### config.mk
export PLATFORM = sky130hd
export DESIGN_NAME = button_debouncer_multi
export DESIGN_NICKNAME = d
export VERILOG_FILES = /design/src/rtl/debounce_pkg.sv /design/src/rtl/debounce_channel.sv /design/src/rtl/button_debouncer_multi.sv
export SDC_FILE = /design/constraint.sdc
export NUM_CORES = 1
export LEC_CHECK = 0
export CORE_ASPECT_RATIO = 0.6
export CORE_MARGIN = 5
export CORE_UTILIZATION = 30
export CTS_BUF_LIST = sky130_fd_sc_hd__clkbuf_16
export CTS_CLUSTER_DIAMETER = 30
export DETAILED_ROUTE_END_ITERATION = 8
export SKIP_LAST_GASP = 1
export SLEW_MARGIN = 20
export SYNTH_ARGS = -nofsm -noshare
export SYNTH_HDL_FRONTEND = slang
export SYNTH_SLANG_ARGS = --single-unit
### constraint.sdc
create_clock -name clk -period 1.9 [get_ports clk]
set_input_delay 0.285 -clock clk [delete_from_list [all_inputs] [get_ports clk]]
set_output_delay 0.285 -clock clk [all_outputs]
set_load 0.02 [all_outputs]
### src/rtl/debounce_pkg.sv
// rtl/debounce_pkg.sv - shared state type and parameter helpers for the button debouncer
package debounce_pkg;

    typedef enum logic [1:0] {
        RELEASED  = 2'd0,
        PRESS_CHK = 2'd1,
        PRESSED   = 2'd2,
        REL_CHK   = 2'd3
    } db_state_t;

    function automatic int hold_width(input int long_ticks);
        return (long_ticks < 1) ? 1 : $clog2(long_ticks + 1);
    endfunction

    function automatic bit params_ok(input int n_ch, input int tick_div, input int stable_ticks,
                                     input int long_ticks, input int active_low);
        return (n_ch >= 1) && (n_ch <= 32) && (tick_div >= 2) &&
               (stable_ticks >= 2) && (stable_ticks <= 255) && (long_ticks >= 0) &&
               ((active_low == 0) || (active_low == 1));
    endfunction

endpackage

### src/rtl/debounce_channel.sv
// rtl/debounce_channel.sv - one button channel: synchroniser, acceptance FSM, run and hold counters
module debounce_channel
    import debounce_pkg::*;
#(
    parameter int STABLE_TICKS = 4,
    parameter int LONG_TICKS   = 0,
    parameter int ACTIVE_LOW   = 1
) (
    input  logic clk,
    input  logic rst,
    input  logic tick_i,
    input  logic btn_i,
    output logic state_o,
    output logic press_o,
    output logic release_o,
    output logic long_o
);

    localparam int CNT_W  = $clog2(STABLE_TICKS);
    localparam int HOLD_W = hold_width(LONG_TICKS);
    localparam logic [CNT_W-1:0]  CNT_LAST = CNT_W'(STABLE_TICKS - 1);
    localparam logic [HOLD_W-1:0] HOLD_MAX = HOLD_W'(LONG_TICKS);
    localparam logic REL_LVL = (ACTIVE_LOW != 0);
    localparam bit   LONG_EN = (LONG_TICKS != 0);

    logic [1:0]        sync_q;
    logic              s;
    db_state_t         state_q, state_d;
    logic [CNT_W-1:0]  cnt_q, cnt_d;
    logic [HOLD_W-1:0] hold_q, hold_d;
    logic              press_q, press_d;
    logic              release_q, release_d;
    logic              long_q, long_d;

    // Synchroniser idles at the released level so a button held through reset stays quiet.
    assign s = sync_q[1] ^ REL_LVL;

    always_ff @(posedge clk or posedge rst) begin
        if (rst) begin
            sync_q    <= {2{REL_LVL}};
            state_q   <= RELEASED;
            cnt_q     <= '0;
            hold_q    <= '0;
            press_q   <= 1'b0;
            release_q <= 1'b0;
            long_q    <= 1'b0;
        end else begin
            sync_q    <= {sync_q[0], btn_i};
            state_q   <= state_d;
            cnt_q     <= cnt_d;
            hold_q    <= hold_d;
            press_q   <= press_d;
            release_q <= release_d;
            long_q    <= long_d;
        end
    end

    always_comb begin
        state_d   = state_q;
        cnt_d     = cnt_q;
        hold_d    = hold_q;
        press_d   = 1'b0;
        release_d = 1'b0;
        long_d    = 1'b0;
        if (tick_i) begin
            case (state_q)
                RELEASED: begin
                    if (s) begin
                        state_d = PRESS_CHK;
                        cnt_d   = CNT_W'(1);
                    end
                end
                PRESS_CHK: begin
                    if (!s) begin
                        state_d = RELEASED;
                    end else if (cnt_q == CNT_LAST) begin
                        state_d = PRESSED;
                        press_d = 1'b1;
                        hold_d  = '0;
                    end else begin
                        cnt_d = cnt_q + 1'b1;
                    end
                end
                PRESSED: begin
                    if (!s) begin
                        state_d = REL_CHK;
                        cnt_d   = CNT_W'(1);
                    end else if (LONG_EN && (hold_q != HOLD_MAX)) begin
                        hold_d = hold_q + 1'b1;
                        long_d = ((hold_q + 1'b1) == HOLD_MAX);
                    end
                end
                REL_CHK: begin
                    // hold is left alone so a release bounce cannot re-arm long_o
                    if (s) begin
                        state_d = PRESSED;
                    end else if (cnt_q == CNT_LAST) begin
                        state_d   = RELEASED;
                        release_d = 1'b1;
                    end else begin
                        cnt_d = cnt_q + 1'b1;
                    end
                end
                default: state_d = RELEASED;
            endcase
        end
    end

    assign state_o   = (state_q == PRESSED) || (state_q == REL_CHK);
    assign press_o   = press_q;
    assign release_o = release_q;
    assign long_o    = long_q;

endmodule

### src/rtl/button_debouncer_multi.sv
// rtl/button_debouncer_multi.sv - multi-channel button debouncer with shared sample prescaler
module button_debouncer_multi
    import debounce_pkg::*;
#(
    parameter int N_CH         = 4,
    parameter int TICK_DIV     = 16,
    parameter int STABLE_TICKS = 4,
    parameter int LONG_TICKS   = 0,
    parameter int ACTIVE_LOW   = 1
) (
    input  logic            clk,
    input  logic            rst,
    input  logic [N_CH-1:0] btn_i,
    output logic [N_CH-1:0] state_o,
    output logic [N_CH-1:0] press_o,
    output logic [N_CH-1:0] release_o,
    output logic [N_CH-1:0] long_o,
    output logic            tick_o
);

    localparam int DIV_W = $clog2(TICK_DIV);
    localparam logic [DIV_W-1:0] DIV_LAST = DIV_W'(TICK_DIV - 1);

    if (!params_ok(N_CH, TICK_DIV, STABLE_TICKS, LONG_TICKS, ACTIVE_LOW)) begin : g_param_check
        $error("button_debouncer_multi: parameter out of range");
    end

    logic [DIV_W-1:0] div_q, div_d;
    logic             tick;

    assign tick = (div_q == DIV_LAST);

    always_comb begin
        div_d = tick ? '0 : div_q + 1'b1;
    end

    always_ff @(posedge clk or posedge rst) begin
        if (rst) begin
            div_q <= '0;
        end else begin
            div_q <= div_d;
        end
    end

    assign tick_o = tick;

    for (genvar i = 0; i < N_CH; i++) begin : g_ch
        debounce_channel #(
            .STABLE_TICKS (STABLE_TICKS),
            .LONG_TICKS   (LONG_TICKS),
            .ACTIVE_LOW   (ACTIVE_LOW)
        ) u_ch (
            .clk       (clk),
            .rst       (rst),
            .tick_i    (tick),
            .btn_i     (btn_i[i]),
            .state_o   (state_o[i]),
            .press_o   (press_o[i]),
            .release_o (release_o[i]),
            .long_o    (long_o[i])
        );
    end

endmodule

[Word-level counts from Yosys, hierarchy flattened]
Index checks and enable logic that the tools add are counted.
Operators by class
  mux-type cells: 77
  eq/ne operators: 41
  $add $sub $neg: 5
  reductions and logical operators: 16
Operators by type and width (number)
  two-way mux 2 bit: 40
  one-hot mux 2 bit (4 select lines): 8
  AND reduction 5 bit: 8
  two-way mux 1 bit: 28
  equality test 2 bit (second input constant): 12
  != test 2 x 1 -> 1 bit (second input constant): 8
  != test 2 bit (second input constant): 8
  != test 3 x 1 -> 1 bit (second input constant): 4
  != test 3 bit (second input constant): 4
  adder 2 x 1 -> 2 bit (second input constant): 4
  equality test 2 x 1 -> 1 bit (second input constant): 4
  logical NOT 2 bit: 4
  adder 4 x 1 -> 4 bit (second input constant): 1
  equality test 4 bit (second input constant): 1
  logical OR 1 bit: 4
  two-way mux 4 bit: 1
Storage, ports and cells
  word-level logic and storage cells: 160
  bits of input ports: 6
  bits in registers: 36
  output and inout port bits: 17

[Longest topological paths before layout]
  word-level depth: 5
  depth in mapped cells: 5
  depth with buffers taken out: 5

[Cells and area by module]
From an unflattened synthesis, not the netlist that was laid out.
Unflattened totals
  cell total of the unflattened synthesis: 153
  area total of the unflattened synthesis: 1655.3 µm²
By module, submodules not included
  debounce_channel (g_ch[1].u_ch ...): cells an instance 36, area each 382.9 µm², seq. area each 202.7 µm², instances 3
  debounce_channel (g_ch[0].u_ch): cells an instance 33, area each 350.3 µm², seq. area each 202.7 µm², instances 1
  button_debouncer_multi: cells an instance 12, area each 156.4 µm², seq. area each 100.1 µm², instances 1

[Worst setup path after synthesis]
No wires, ideal clock.
  kind: register to register
  start: register div_q[0]
  end: register g_ch[3].u_ch.cnt_q[0]
  data required time: 1.780 ns
  cell stages (with the launch flop): 5
  clock period less this slack: 1.447 ns
  path slack: 0.453 ns
  library setup time: 0.120 ns
  data arrival time: 1.327 ns
  path buffers: 0
  cells stage by stage: dfrtp_1 -> ha_1 -> nand3_4 -> or4_1 -> o211a_1
Between the ends
  word-level cells in the longest chain between the ends: 2
RTL lines
  start: declaration: RTL line button_debouncer_multi.sv:28  | logic [DIV_W-1:0] div_q, div_d;
  start signal: assignment: RTL line button_debouncer_multi.sv:41  | div_q <= div_d;
  equality test 4 bit: RTL line button_debouncer_multi.sv:31  | assign tick = (div_q == DIV_LAST);
  AND reduction 5 bit (no line)
  end signal: assignment: RTL line debounce_channel.sv:50  | cnt_q <= cnt_d;
  end: declaration: RTL line debounce_channel.sv:29  | logic [CNT_W-1:0] cnt_q, cnt_d;
Every way passes these cells.
A chain may end at the register's enable or synchronous reset.

[Worst setup path after layout]
  start: register div_q[0]
  end: output port tick_o
Between the ends
  word-level cells in the longest chain between the ends: 1
RTL lines
  equality test 4 bit: RTL line button_debouncer_multi.sv:31
  end: declaration: RTL line button_debouncer_multi.sv:18  | output logic tick_o
Every way passes these cells.

==> metrics.md <==
| Metric | Value |
|---|---|
| DPL Wire Length | 2000 um |
| DRT Wirelength | between 2000 and 3000 um |
| Sequential area share after synthesis | approximately 54% |
| Crit Reg-Reg Startpoint | div_q[0]$_DFF_PP0_ |
| Min Tclk post-route | ~1.7 ns |
| DP Area | roughly 0.0018 mm^2 |
| VDD IR max | ~300 uV |
| DR vias/cell | approximately 4.6 |
| First-pass GRT wire length | 5020 um |
| Most frequent cells after synthesis | dfrtp_1 (28), buf_4 (16), nand2_1 (15), clkbuf_1 (9), ha_1 (9) |
| Endpoint type of the worst setup path | output port |
| # rows | 21 |
| Fin cells | 230 |
| Share of cells above drive strength 1 | ~14% |
| Synthesized area | around 0.0017 mm^2 |
| Comb pwr share | between 10% and 20% |
| Die Footprint | between 0.007 and 0.008 mm^2 |
| CTS root buf | clkbuf_16 |
| Hold Path End | g_ch[2].u_ch.sync_q[1]$_DFF_PP1_ |
| Buf+Inv Stages, Crit Path | 2 |
| Ports | 23 |
| Final Util | 35.9% |
| Setup TNS | 0 ns |
| Main synth FF type | dfrtp_1 |
| Nets | approximately 180 |
| Status | completed |
| Worst path max stage delay | ~0.38 ns |
| Vias in the first global route | 1049 |
| # placed instances | 222 |
| Cell depth of the worst min-delay path | 0 |
| Area Growth Syn to Fin | 17.6% |
| GP Congestion | ~0.77 |
| Fill cell count | between 500 and 600 |
| Routed Antenna Nets | 0 |
| Max-slew violation count | 0 |
| Clock sinks | 36 |
| DR pass1 iterations | 5 |
| Crit-path max FO | 4 |
| CTS Buf Count | 5 |
| Unrepaired setup endpoints after global routing | no |
| # diodes | 0 |
| Biggest area consumer among synthesized cells | dfrtp_1 |
| CP Class | reg2out |
| Cell family with the largest share of critical-path delay | buffers and inverters |
| Post-synthesis async set-or-reset flop share | 100% |
| Req. time, crit path | 1.62 ns |
| GRT Overall Usage | a little under a tenth |
| Worst Hold Class | reg2reg |
| Switching Fraction | about a quarter |
| Worst path cell trace | ha_1, nand3_4, inv_1, dlygate4sd2_1 |
| # setup viols final | 0 |
| Syn avg cell area | approximately 11 um^2 |
| Net Sw Power | approximately 500 uW |
| Number of flops mapped to enable cells by yosys | 0 |
| Achievable frequency | around 580 MHz |
| Clk slew on worst S/H paths | ~0.06 ns |
| Mapped Cells | between 150 and 200 |
| Die width | between 100 and 150 um |
| Startpoint Class | flop |
| Final hold viol count | 0 |
| Sequential share of power | 46.9% |
| Routed vias | roughly 1100 |
| R2R depth | 5 |
| CTS Hold Bufs | 0 |
| Initial antenna violation count | 0 |
| R2r setup slk | approximately 0.20 ns |
| Max Clock Skew | between 0.003 and 0.004 ns |
| Finished Cell Area | 0.00198 mm^2 |
| Internal | roughly 1.4 mW |
| CTS tree | done |
| Largest net degree at the start of global routing | 37 |
| Synth area leaders | dfrtp_1 (42%), dfstp_2 (12%), buf_4 (7.1%), ha_1 (6.7%), nand2_1 (3.3%) |
| Synth top area share | slightly above 40% |
| Count leader, synth | dfrtp_1 |
| DRC viols | 0 |
| Port Buf Inserts | 18 |
| Worst path slowest cell | dfrtp_1 |
| Clk pwr share | around two fifths |
| Core ar. | roughly 0.0055 mm^2 |
| Leakage | ~0.85 nW |
| Fin crit share | 90.1% |
| Clock latency on the worst-skew pair | between 0.2 and 0.3 ns |
| Routed len/inst | between 10 and 15 um |
| Pwr dens | approximately 970 mW/mm^2 |
| Total gr overflow | 0 |
| Library cells used by synthesis | 32 |
| Min-delay src | g_ch[2].u_ch.sync_q[0]$_DFF_PP1_ |
| Crit path from | div_q[0]$_DFF_PP0_ |
| Initial DRC count | 11 |
| Max-Cap Viols | 0 |
| Max clock buf depth | 2 |
| Initial Utilization | a little under a third |
| Final worst slack | approximately 0.19 ns |
| Yosys warnings | 0 |
| # H-tree levels | 2 |
| Setup slack after placement | approximately 0.2 ns |
| Die Y | between 60 and 70 um |
| CP arrival | about 1.4 ns |
| Synthesis-stage register bit count | 36 |
| R2R Path End | g_ch[3].u_ch.cnt_q[0]$_DFFE_PP0P_ |
==> placed cells by master, fill, tap and decap left out, types with 2 or more instances in the layout <==
cell type,instances
clkdlybuf4s50_1,17
nand3_1,6
buf_4,4
a22o_1,2
dfstp_2,8
a211oi_1,3
xor2_1,5
dfrtp_1,28
nor2_1,5
o21ai_0,8
nor3_1,5
o311ai_0,3
nand2_1,15
inv_1,3
a21o_1,2
a41oi_1,2
a31oi_1,2
clkbuf_16,5
clkinv_2,2
ha_1,9
nand3b_1,2
conb_1,4
o31ai_1,2
or4_1,2
nor4_1,5
o21ba_2,2
==> metal layers <==
metal,track usage [%],vias to the layer above,wire length [um]
met2,13.9,15,1270
met1,11.0,496,1450
met3,4.15,2,151
li1,-,540,-
met4,4.78,0,11
met5,0,-,0
==> power groups by stage <==
stage          clock network, mW  registers (mW)  logic [mW]
5_1_grt                    0.864           0.915       0.268
4_1_cts                    0.825           0.902       0.234
3_5_place_dp                   0           0.914       0.234
6_report                   0.793           0.902       0.229
2_1_floorplan                  0           0.891       0.197
3_3_place_gp                   0           0.912       0.221
==> repair_timing <==
item	4_1_cts	5_1_grt
buffers inserted	0	0
setup endpoints to repair	1	0
gates resized for setup	1	0
==> layout make-up <==
class,instances,area [um^2],share of cell area [%]
clock buffers,5,125,6.31
clock inverters,3,18.8,0.946
inverters,3,11.3,0.568
multi-input cells,92,622,31.4
flip-flops and latches,36,911,45.9
well taps,69,86.3,4.35
repair buffers,22,209,10.5
==> metrics by stage <==
step           hold slack, ns  power (mW)
3_3_place_gp            0.346        1.13
3_5_place_dp            0.347        1.15
6_report                0.354        1.92
2_1_floorplan           0.289        1.09
4_1_cts                 0.355        1.96
5_1_grt                 0.356        2.05
==> worst register-to-register path, cell delays in order (launching register included) <==
cell and delay, ns:
dfrtp_1 0.38, ha_1 0.26, nand3_4 0.10, buf_4 0.21, or4_1 0.51, o211a_1 0.12
==> worst max-delay path by stage <==
stage / endpoint / slack (ns) / cells after the start
5_1_grt: tick_o / 0.1 / 4
2_1_floorplan: g_ch[3].u_ch.cnt_q[0]$_DFFE_PP0P_ / 0.45 / 4
3_3_place_gp: tick_o / 0.22 / 4
3_5_place_dp: tick_o / 0.20 / 4
6_report: tick_o / 0.19 / 4
4_1_cts: tick_o / 0.16 / 4
==> logic make-up after synthesis <==
family          Yosys count  share of synthesized area, %
fa+ha+maj                 9                          6.68
simple gates             44                          13.7
other cells               1                         0.222
xor+xnor                  5                          2.60
buf+inv                  28                          9.79
compound gates           30                          13.0
flops                    36                          54.0
(Power assumes the default switching activity.)
